==> src/rtl/reg_file_sb.sv <==
// Register file with two combinational read ports, one ALU write port and a
// single-entry load scoreboard that forwards returning load data and flags hazards.
module reg_file_sb #(
   parameter int unsigned DATA_WIDTH = 8,
   parameter int unsigned ADDR_WIDTH = 3,
   parameter int unsigned ZERO_REG   = 0
) (
   input  logic                  CLK,
   input  logic                  RESET_N,
   input  logic [DATA_WIDTH-1:0] IN,
   input  logic [ADDR_WIDTH-1:0] INADDRESS,
   input  logic                  WRITE,
   input  logic                  BUSYWAIT,
   input  logic [ADDR_WIDTH-1:0] OUT1ADDRESS,
   input  logic [ADDR_WIDTH-1:0] OUT2ADDRESS,
   input  logic                  RD1_EN,
   input  logic                  RD2_EN,
   input  logic                  LOAD_ISSUE,
   input  logic [ADDR_WIDTH-1:0] LOAD_ADDR,
   input  logic                  LOAD_DONE,
   input  logic [DATA_WIDTH-1:0] LOAD_DATA,
   output logic [DATA_WIDTH-1:0] OUT1,
   output logic [DATA_WIDTH-1:0] OUT2,
   output logic                  STALL,
   output logic                  PENDING,
   output logic                  WAW_ERR,
   output logic                  ISSUE_ERR
);

   localparam int unsigned DEPTH   = 1 << ADDR_WIDTH;
   localparam bit          ZERO_EN = (ZERO_REG != 0);

   typedef enum logic {S_IDLE, S_PEND} state_t;

   state_t                state_q, state_d;
   logic [ADDR_WIDTH-1:0] pend_addr_q, pend_addr_d;
   logic [DATA_WIDTH-1:0] regs [DEPTH];
   logic                  waw_err_q, waw_err_d;
   logic                  issue_err_q, issue_err_d;
   logic                  load_we;
   logic                  alu_we;
   logic                  alu_req;
   logic                  issue_zero;
   logic                  fwd;
   logic                  zero1, zero2;

   assign alu_req    = WRITE & ~BUSYWAIT;
   assign issue_zero = ZERO_EN && (LOAD_ADDR == '0);

   // Scoreboard FSM plus ALU write arbitration against the reserved register
   always_comb begin
      state_d     = state_q;
      pend_addr_d = pend_addr_q;
      load_we     = 1'b0;
      issue_err_d = 1'b0;
      waw_err_d   = 1'b0;
      alu_we      = 1'b0;
      case (state_q)
         S_IDLE: begin
            if (LOAD_ISSUE) begin
               if (issue_zero) begin
                  issue_err_d = 1'b1;
               end else begin
                  state_d     = S_PEND;
                  pend_addr_d = LOAD_ADDR;
               end
            end
         end
         S_PEND: begin
            if (LOAD_DONE) begin
               load_we = 1'b1;
               state_d = S_IDLE;
               if (LOAD_ISSUE) begin
                  if (issue_zero) begin
                     issue_err_d = 1'b1;
                  end else begin
                     state_d     = S_PEND;
                     pend_addr_d = LOAD_ADDR;
                  end
               end
            end else if (LOAD_ISSUE) begin
               issue_err_d = 1'b1;
            end
         end
         default: state_d = S_IDLE;
      endcase
      if (alu_req) begin
         if (state_q == S_PEND && INADDRESS == pend_addr_q) begin
            waw_err_d = 1'b1;
         end else if (!(ZERO_EN && INADDRESS == '0)) begin
            alu_we = 1'b1;
         end
      end
   end

   always_ff @(posedge CLK or negedge RESET_N) begin
      if (!RESET_N) begin
         state_q     <= S_IDLE;
         pend_addr_q <= '0;
         waw_err_q   <= 1'b0;
         issue_err_q <= 1'b0;
      end else begin
         state_q     <= state_d;
         pend_addr_q <= pend_addr_d;
         waw_err_q   <= waw_err_d;
         issue_err_q <= issue_err_d;
      end
   end

   // Load write is applied last; the two writes never target the same register
   always_ff @(posedge CLK or negedge RESET_N) begin
      if (!RESET_N) begin
         for (int i = 0; i < int'(DEPTH); i++) regs[i] <= '0;
      end else begin
         if (alu_we)  regs[INADDRESS]   <= IN;
         if (load_we) regs[pend_addr_q] <= LOAD_DATA;
      end
   end

   assign fwd   = (state_q == S_PEND) && LOAD_DONE;
   assign zero1 = ZERO_EN && (OUT1ADDRESS == '0);
   assign zero2 = ZERO_EN && (OUT2ADDRESS == '0);

   assign OUT1 = zero1 ? '0 : (fwd && OUT1ADDRESS == pend_addr_q) ? LOAD_DATA : regs[OUT1ADDRESS];
   assign OUT2 = zero2 ? '0 : (fwd && OUT2ADDRESS == pend_addr_q) ? LOAD_DATA : regs[OUT2ADDRESS];

   assign STALL = (state_q == S_PEND) && !LOAD_DONE &&
                  ((RD1_EN && !zero1 && OUT1ADDRESS == pend_addr_q) ||
                   (RD2_EN && !zero2 && OUT2ADDRESS == pend_addr_q));

   assign PENDING   = (state_q == S_PEND);
   assign WAW_ERR   = waw_err_q;
   assign ISSUE_ERR = issue_err_q;

endmodule

==> config.mk <==
export PLATFORM = sky130hd
export DESIGN_NAME = reg_file_sb
export DESIGN_NICKNAME = d
export VERILOG_FILES = /design/src/rtl/reg_file_sb.sv
export SDC_FILE = /design/constraint.sdc
export NUM_CORES = 1
export LEC_CHECK = 0
export ABC_AREA = 1
export BUFFER_PORTS_ARGS = -buffer_cell sky130_fd_sc_hd__buf_2
export CAP_MARGIN = 0
export CORE_ASPECT_RATIO = 0.7
export CORE_MARGIN = 3
export CORE_UTILIZATION = 60
export DETAILED_ROUTE_END_ITERATION = 8
export PLACE_DENSITY_LB_ADDON = 0.12
export SETUP_SLACK_MARGIN = 0.02
export SLEW_MARGIN = 20
export SYNTH_ARGS = -nofsm -noshare
export SYNTH_HDL_FRONTEND = slang
export SYNTH_SLANG_ARGS = --single-unit
==> constraint.sdc <==
create_clock -name CLK -period 3.7 [get_ports CLK]
set_input_delay 0.74 -clock CLK [delete_from_list [all_inputs] [get_ports CLK]]
set_output_delay 0.74 -clock CLK [all_outputs]
set_load 0.02 [all_outputs]
==> impl_metrics.env, run 1 <==
export IMPL_reg2regPathDepth=8
export IMPL_synthArstFlopShare_pct=100
export IMPL_synth_edf_count=0
export IMPL_r2r_setup_slack_ps=1290
export IMPL_synth_area_top_cells="dfrtp_1 28%, nand2_1 12%, nand3_2 9.6%, nor2_1 8.8%, a21oi_2 8.2%"
export IMPL_ys_flop_type="dfrtp_1"
export IMPL_port_buffers=55
export IMPL_post_drt_wl_per_cell_um=19.6
export IMPL_fp_row_count=30
export IMPL_antenna_found_initial=0
export IMPL_min_delay_path_depth=2
export IMPL_vias=6466
export IMPL_slew_viol_final=0
export IMPL_endpoint_kind="output pin"
export IMPL_path_clk_slew_ps=60
export IMPL_overflow=0
export IMPL_dp_cells=1043
export IMPL_syn_inst=914
export IMPL_setup_violations_final=0
export IMPL_hpwl_um=14400
export IMPL_yosysSeqAreaShare_pct=28.4
export IMPL_finalPower_mw=3.51
export IMPL_post_route_drc_count=0
export IMPL_start_kind="primary input"
export IMPL_skew_ps=6.43
export IMPL_cp_arrival_ps=2590
export IMPL_gp_congestion=1.03
export IMPL_start_util_pct=62.7
export IMPL_insertion_delay_ps=340
export IMPL_first_iter_violations=876
export IMPL_synthMostInstantiatedCell="nand2_1"
export IMPL_ant_nets=0
export IMPL_ctsRootBufferMaster="clkbuf_16"
export IMPL_r2r_start="pend_addr_q[1]$_DFFE_PN0P_"
export IMPL_synthesis_nets=950
export IMPL_period_needed_ps=3330
export IMPL_final_cells=1059
export IMPL_fin_util_pct=66.6
export IMPL_finish_instance_area_um2=6550
export IMPL_yosys_register_bits=70
export IMPL_worst_slew_pin_slew_ps=983
export IMPL_synth_top_area_share_pct=28.4
export IMPL_grt_max_degree=74
export IMPL_area_growth_pct=6.13
export IMPL_drt_total_wl_um=20800
export IMPL_grt_setup_unrepaired="false"
export IMPL_fmax_ghz=0.300
export IMPL_power_density_nw_per_um2=536
export IMPL_numCtsBuffers=9
export IMPL_crit_path_max_fanout=32
export IMPL_ios=56
export IMPL_die_w_um=127
export IMPL_multi_input_area_um2=3560
export IMPL_r2r_end="regs[10]$_DFF_PN0_"
export IMPL_core_um2=9830
export IMPL_yosys_warnings=0
export IMPL_clock_path_buffers=2
export IMPL_fillerInstances=877
export IMPL_cts_htree_levels=3
export IMPL_fin_ws_ps=372
export IMPL_regArea_um2=1750
export IMPL_place_ws_ps=505
export IMPL_worst_endpoint_required_ps=2960
export IMPL_syn_area_um2=6170
export IMPL_nNetsFinal=962
export IMPL_post_cts_resized=0
export IMPL_yosys_area_top_type="dfrtp_1"
export IMPL_tritoncts="done"
export IMPL_status="finished, final reports clean"
export IMPL_diodes=0
export IMPL_crit_type="primary input to output pin"
export IMPL_drive_gt1_share_pct=27.2
export IMPL_vdd_drop_max_mv=0.404
export IMPL_grt_pass1_wl_um=32400
export IMPL_synth_common_cells="201 x nand2_1, 145 x nor2_1, 77 x inv_1"
export IMPL_period_share_pct=90.0
export IMPL_cts_hold_buf=0
export IMPL_hold_path_end="regs[39]$_DFF_PN0_"
export IMPL_hold_viol=0
export IMPL_cap_viol_max_count=0
export IMPL_grt_usage_pct=36.2
export IMPL_min_from="regs[39]$_DFF_PN0_"
export IMPL_p_leak_nw=3.28
export IMPL_ys_types=26
export IMPL_synth_avg_cell_area_um2=6.75
export IMPL_vias_per_cell=6.11
export IMPL_cts_sinks=70
export IMPL_slew_headroom_pct=34.5
export IMPL_die_h_um=90.8
export IMPL_holdWs_ps=547
export IMPL_dr_pass1_iters=7
export IMPL_die_area_um2=11600
export IMPL_cts_setup_buffers=0
export IMPL_hold_class="register to register"
export IMPL_placed_area_um2=6270
export IMPL_first_global_vias=5973
export IMPL_tns_ps=0
==> critical path, stage by stage <==
cell and delay [ps]:
buf_2 470, nand2_1 130, a21oi_1 220, nand3_1 390, inv_1 280, nand2_1 70
nand2_1 110, buf_2 170
==> logic make-up after synthesis <==
logic type	count (synthesis)	share of synthesized area (%)
flops	70	28.4
simple gates	481	38.1
xor+xnor	4	0.568
buf+inv	184	14.0
compound gates	175	19.0
==> cells in the final DEF, fill, tap and decap left out, drive strengths merged, types with 8 or more instances in the layout <==
| cell type | count |
|---|---|
| nand2 | 202 |
| nor2 | 149 |
| inv | 125 |
| nand3 | 121 |
| a21oi | 97 |
| dfrtp | 70 |
| buf | 61 |
| o21ai | 46 |
| o211ai | 30 |
| clkbuf | 11 |
| nand3b | 8 |
==> flip-flops by register name (all words and copies together) (netlist names) <==
| signal | count |
|---|---|
| regs | 64 |
| pend_addr_q | 3 |
| ISSUE_ERR | 1 |
| PENDING | 1 |
| WAW_ERR | 1 |
==> how the worst max path moves through the flow <==
stage / cells past startpoint / start / slack (ps) / end
global route: 8 / OUT1ADDRESS[1] / 300 / OUT1[6]
detailed placement: 8 / OUT1ADDRESS[1] / 500 / OUT1[6]
finish: 8 / OUT1ADDRESS[1] / 370 / OUT1[6]
CTS: 8 / OUT1ADDRESS[1] / 500 / OUT1[6]
global placement: 8 / OUT1ADDRESS[1] / 630 / OUT1[6]
floorplan: 6 / OUT2ADDRESS[2] / 960 / OUT2[0]
==> power by group <==
group | internal (mW) | switching (mW)
clock network | 0.473 | 0.354
registers | 1.06 | 0.305
logic | 0.479 | 0.841
total | 2.01 | 1.50
==> routing by layer <==
layer / GRT usage, % / vias up / part of all wire, %
met4: 11.8 / 0 / 3.0
met5: 0 / - / 0
met2: 48.5 / 437 / 40
li1: - / 2939 / -
met1: 53.9 / 3025 / 41
met3: 12.4 / 65 / 15
==> final cells by class <==
class                           instances  share of cell area, %
Clock inverter                          5                  0.516
Inverter                              124                   7.11
Tap cell                              128                   2.45
Multi-Input combinational cell        660                   54.4
Timing Repair Buffer                   61                   5.08
Clock buffer                           11                   3.71
Sequential cell                        70                   26.8
No activity file was read; power rests on OpenSTA's default activity.
==> inputs of run 2 (changes only) <==
--- a/config.mk
+++ b/config.mk
@@ -6,12 +6,12 @@
 export NUM_CORES = 1
 export LEC_CHECK = 0
 export ABC_AREA = 1
-export BUFFER_PORTS_ARGS = -buffer_cell sky130_fd_sc_hd__buf_2
 export CAP_MARGIN = 0
 export CORE_ASPECT_RATIO = 0.7
 export CORE_MARGIN = 3
 export CORE_UTILIZATION = 60
 export DETAILED_ROUTE_END_ITERATION = 8
+export DONT_BUFFER_PORTS = 1
 export PLACE_DENSITY_LB_ADDON = 0.12
 export SETUP_SLACK_MARGIN = 0.02
 export SLEW_MARGIN = 20
==> run 2 against run 1 <==
  * Flip-flop and latch count stayed put
  * Via count shrank 4.7%
  * Non-clock buffer count down 44
  * Combinational power shrank 8%
  * Count of clock-buffer cells in the layout shrank 1
  * Clock power up 15%
  * Routed wire length down 4.2%
  * Largest power group unchanged
==> impl_metrics.env, run 2 (synthesized netlist as in run 1, its figures left out) <==
export IMPL_power_density_nw_per_um2=554
export IMPL_r2r_start="pend_addr_q[1]$_DFFE_PN0P_"
export IMPL_core_um2=9830
export IMPL_seqPwrFrac_pct=38.4
export IMPL_largest_reg_flops=64
export IMPL_die_w_um=127
export IMPL_crit_type="register to output pin"
export IMPL_drt_total_wl_um=19900
export IMPL_start_util_pct=62.7
export IMPL_ios=56
export IMPL_cts_htree_levels=3
export IMPL_grt_pass1_wl_um=31000
export IMPL_area_growth_pct=3.55
export IMPL_dr_pass1_iters=7
export IMPL_switchingPower_mw=1.42
export IMPL_ctsRootBufferMaster="clkbuf_16"
export IMPL_path_cells="inv_2 > nand2_1 > a21oi_1 > nand3_1 > o21ai_0 > buf_4"
export IMPL_vias=6165
export IMPL_post_route_drc_count=0
export IMPL_largestRegisters="regs (64), pend_addr_q (3)"
export IMPL_critPathMaxStageDelay_ps=470
export IMPL_hold_viol=0
export IMPL_insertion_delay_ps=340
export IMPL_diodes=0
export IMPL_hpwl_um=13900
export IMPL_mostFrequentLayoutCells="201 x nand2_1, 145 x nor2_1, 77 x inv_1"
export IMPL_die_h_um=90.8
export IMPL_vdd_drop_max_mv=0.317
export IMPL_worst_slew_pin_slew_ps=1010
export IMPL_startpoint="pend_addr_q[1]$_DFFE_PN0P_"
export IMPL_p_clk_share_pct=27.0
export IMPL_finalPower_mw=3.54
export IMPL_post_cts_resized=0
export IMPL_skew_ps=7.78
export IMPL_power_frac_comb_pct=34.6
export IMPL_clock_path_buffers=2
export IMPL_fp_row_count=30
export IMPL_grt_setup_unrepaired="false"
export IMPL_antenna_found_initial=0
export IMPL_critPathCapture="OUT2[6]"
export IMPL_fin_util_pct=64.9
export IMPL_worst_endpoint_required_ps=2960
export IMPL_hold_class="primary input to asynchronous set/reset pin"
export IMPL_grt_max_degree=71
export IMPL_fmax_ghz=0.327
export IMPL_first_global_vias=5557
export IMPL_numCtsBuffers=9
export IMPL_reg2regPathDepth=10
export IMPL_die_area_um2=11600
export IMPL_cts_setup_buffers=0
export IMPL_setup_violations_final=0
export IMPL_nNetsFinal=918
export IMPL_slew_viol_final=0
export IMPL_intPower_mw=2.12
export IMPL_cp_arrival_ps=2320
export IMPL_path_clk_slew_ps=60
export IMPL_overflow=0
export IMPL_sw_frac_of_total_pct=40.0
export IMPL_grt_usage_pct=34.7
export IMPL_period_share_pct=82.6
export IMPL_slowest_stage="dfrtp_1"
export IMPL_post_drt_wl_per_cell_um=19.6
export IMPL_r2r_setup_slack_ps=1330
export IMPL_start_kind="register"
export IMPL_p_leak_nw=3.13
export IMPL_vias_per_cell=6.07
export IMPL_port_buffers=0
export IMPL_endpoint_kind="output pin"
export IMPL_gp_congestion=0.957
export IMPL_tritoncts="done"
export IMPL_period_needed_ps=3060
export IMPL_drive_gt1_share_pct=23.6
export IMPL_r2r_end="regs[40]$_DFF_PN0_"
export IMPL_cts_hold_buf=0
export IMPL_ant_nets=0
export IMPL_final_common_cell="nand2_1"
export IMPL_status="finished, final reports clean"
export IMPL_slew_headroom_pct=32.8
export IMPL_cap_viol_max_count=0
export IMPL_tns_ps=0
export IMPL_first_iter_violations=916
export IMPL_regMostFlops="regs"
export IMPL_crit_path_max_fanout=14
export IMPL_cts_sinks=70
-- run 2: layer usage --
metal	up-vias	track usage, %	wire length [um]
li1	2854	-	-
met1	2844	50.6	8270
met2	416	45.3	7690
met3	51	14.1	3250
met4	0	12.9	680
met5	-	0	0
-- run 2: layout make-up --
cell class	instances	area, um2
clock buffers	10	229
clock inverters	6	93.8
fillers	869	3450
inverters	124	465
multi-input cells	660	3560
flip-flops and latches	70	1750
well taps	128	160
repair buffers	17	128
-- run 2: how the worst min path moves through the flow --
stage	depth (start not counted)	to	slack [ps]
after floorplan	0	ISSUE_ERR$_DFF_PN0_	440
after global placement	0	regs[29]$_DFF_PN0_	450
after detailed placement	0	regs[31]$_DFF_PN0_	450
after CTS	0	regs[36]$_DFF_PN0_	90
after global routing	0	regs[15]$_DFF_PN0_	90
final	0	regs[31]$_DFF_PN0_	100
-- run 2: metrics by stage --
stage                     setup WS, ps  cells  hold slack (ps)  instance area [um2]
after detailed placement           917    999              448                 6060
after floorplan                    964    914              444                 6170
after CTS                          706   1015             92.0                 6390
after global placement            1020    999              447                 6060
final                              644   1015              101                 6390
after global routing               531   1015             93.4                 6390
-- run 2: power groups by stage --
stage          sequential [mW]  combinational [mW]  clock [mW]
2_1_floorplan             1.21               0.994           0
3_3_place_gp              1.34                1.14           0
3_5_place_dp              1.34                1.18           0
4_1_cts                   1.33                1.19       0.953
5_1_grt                   1.38                1.33       0.989
6_report                  1.36                1.22       0.954
-- run 2: critical path, delay by kind of cell (launching register included) --
kind | cells | cell delay (ps)
AOI/OAI and AO/OA | 2 | 590
DFF | 1 | 470
and+or+nand+nor | 2 | 530
buffers and inverters | 2 | 380
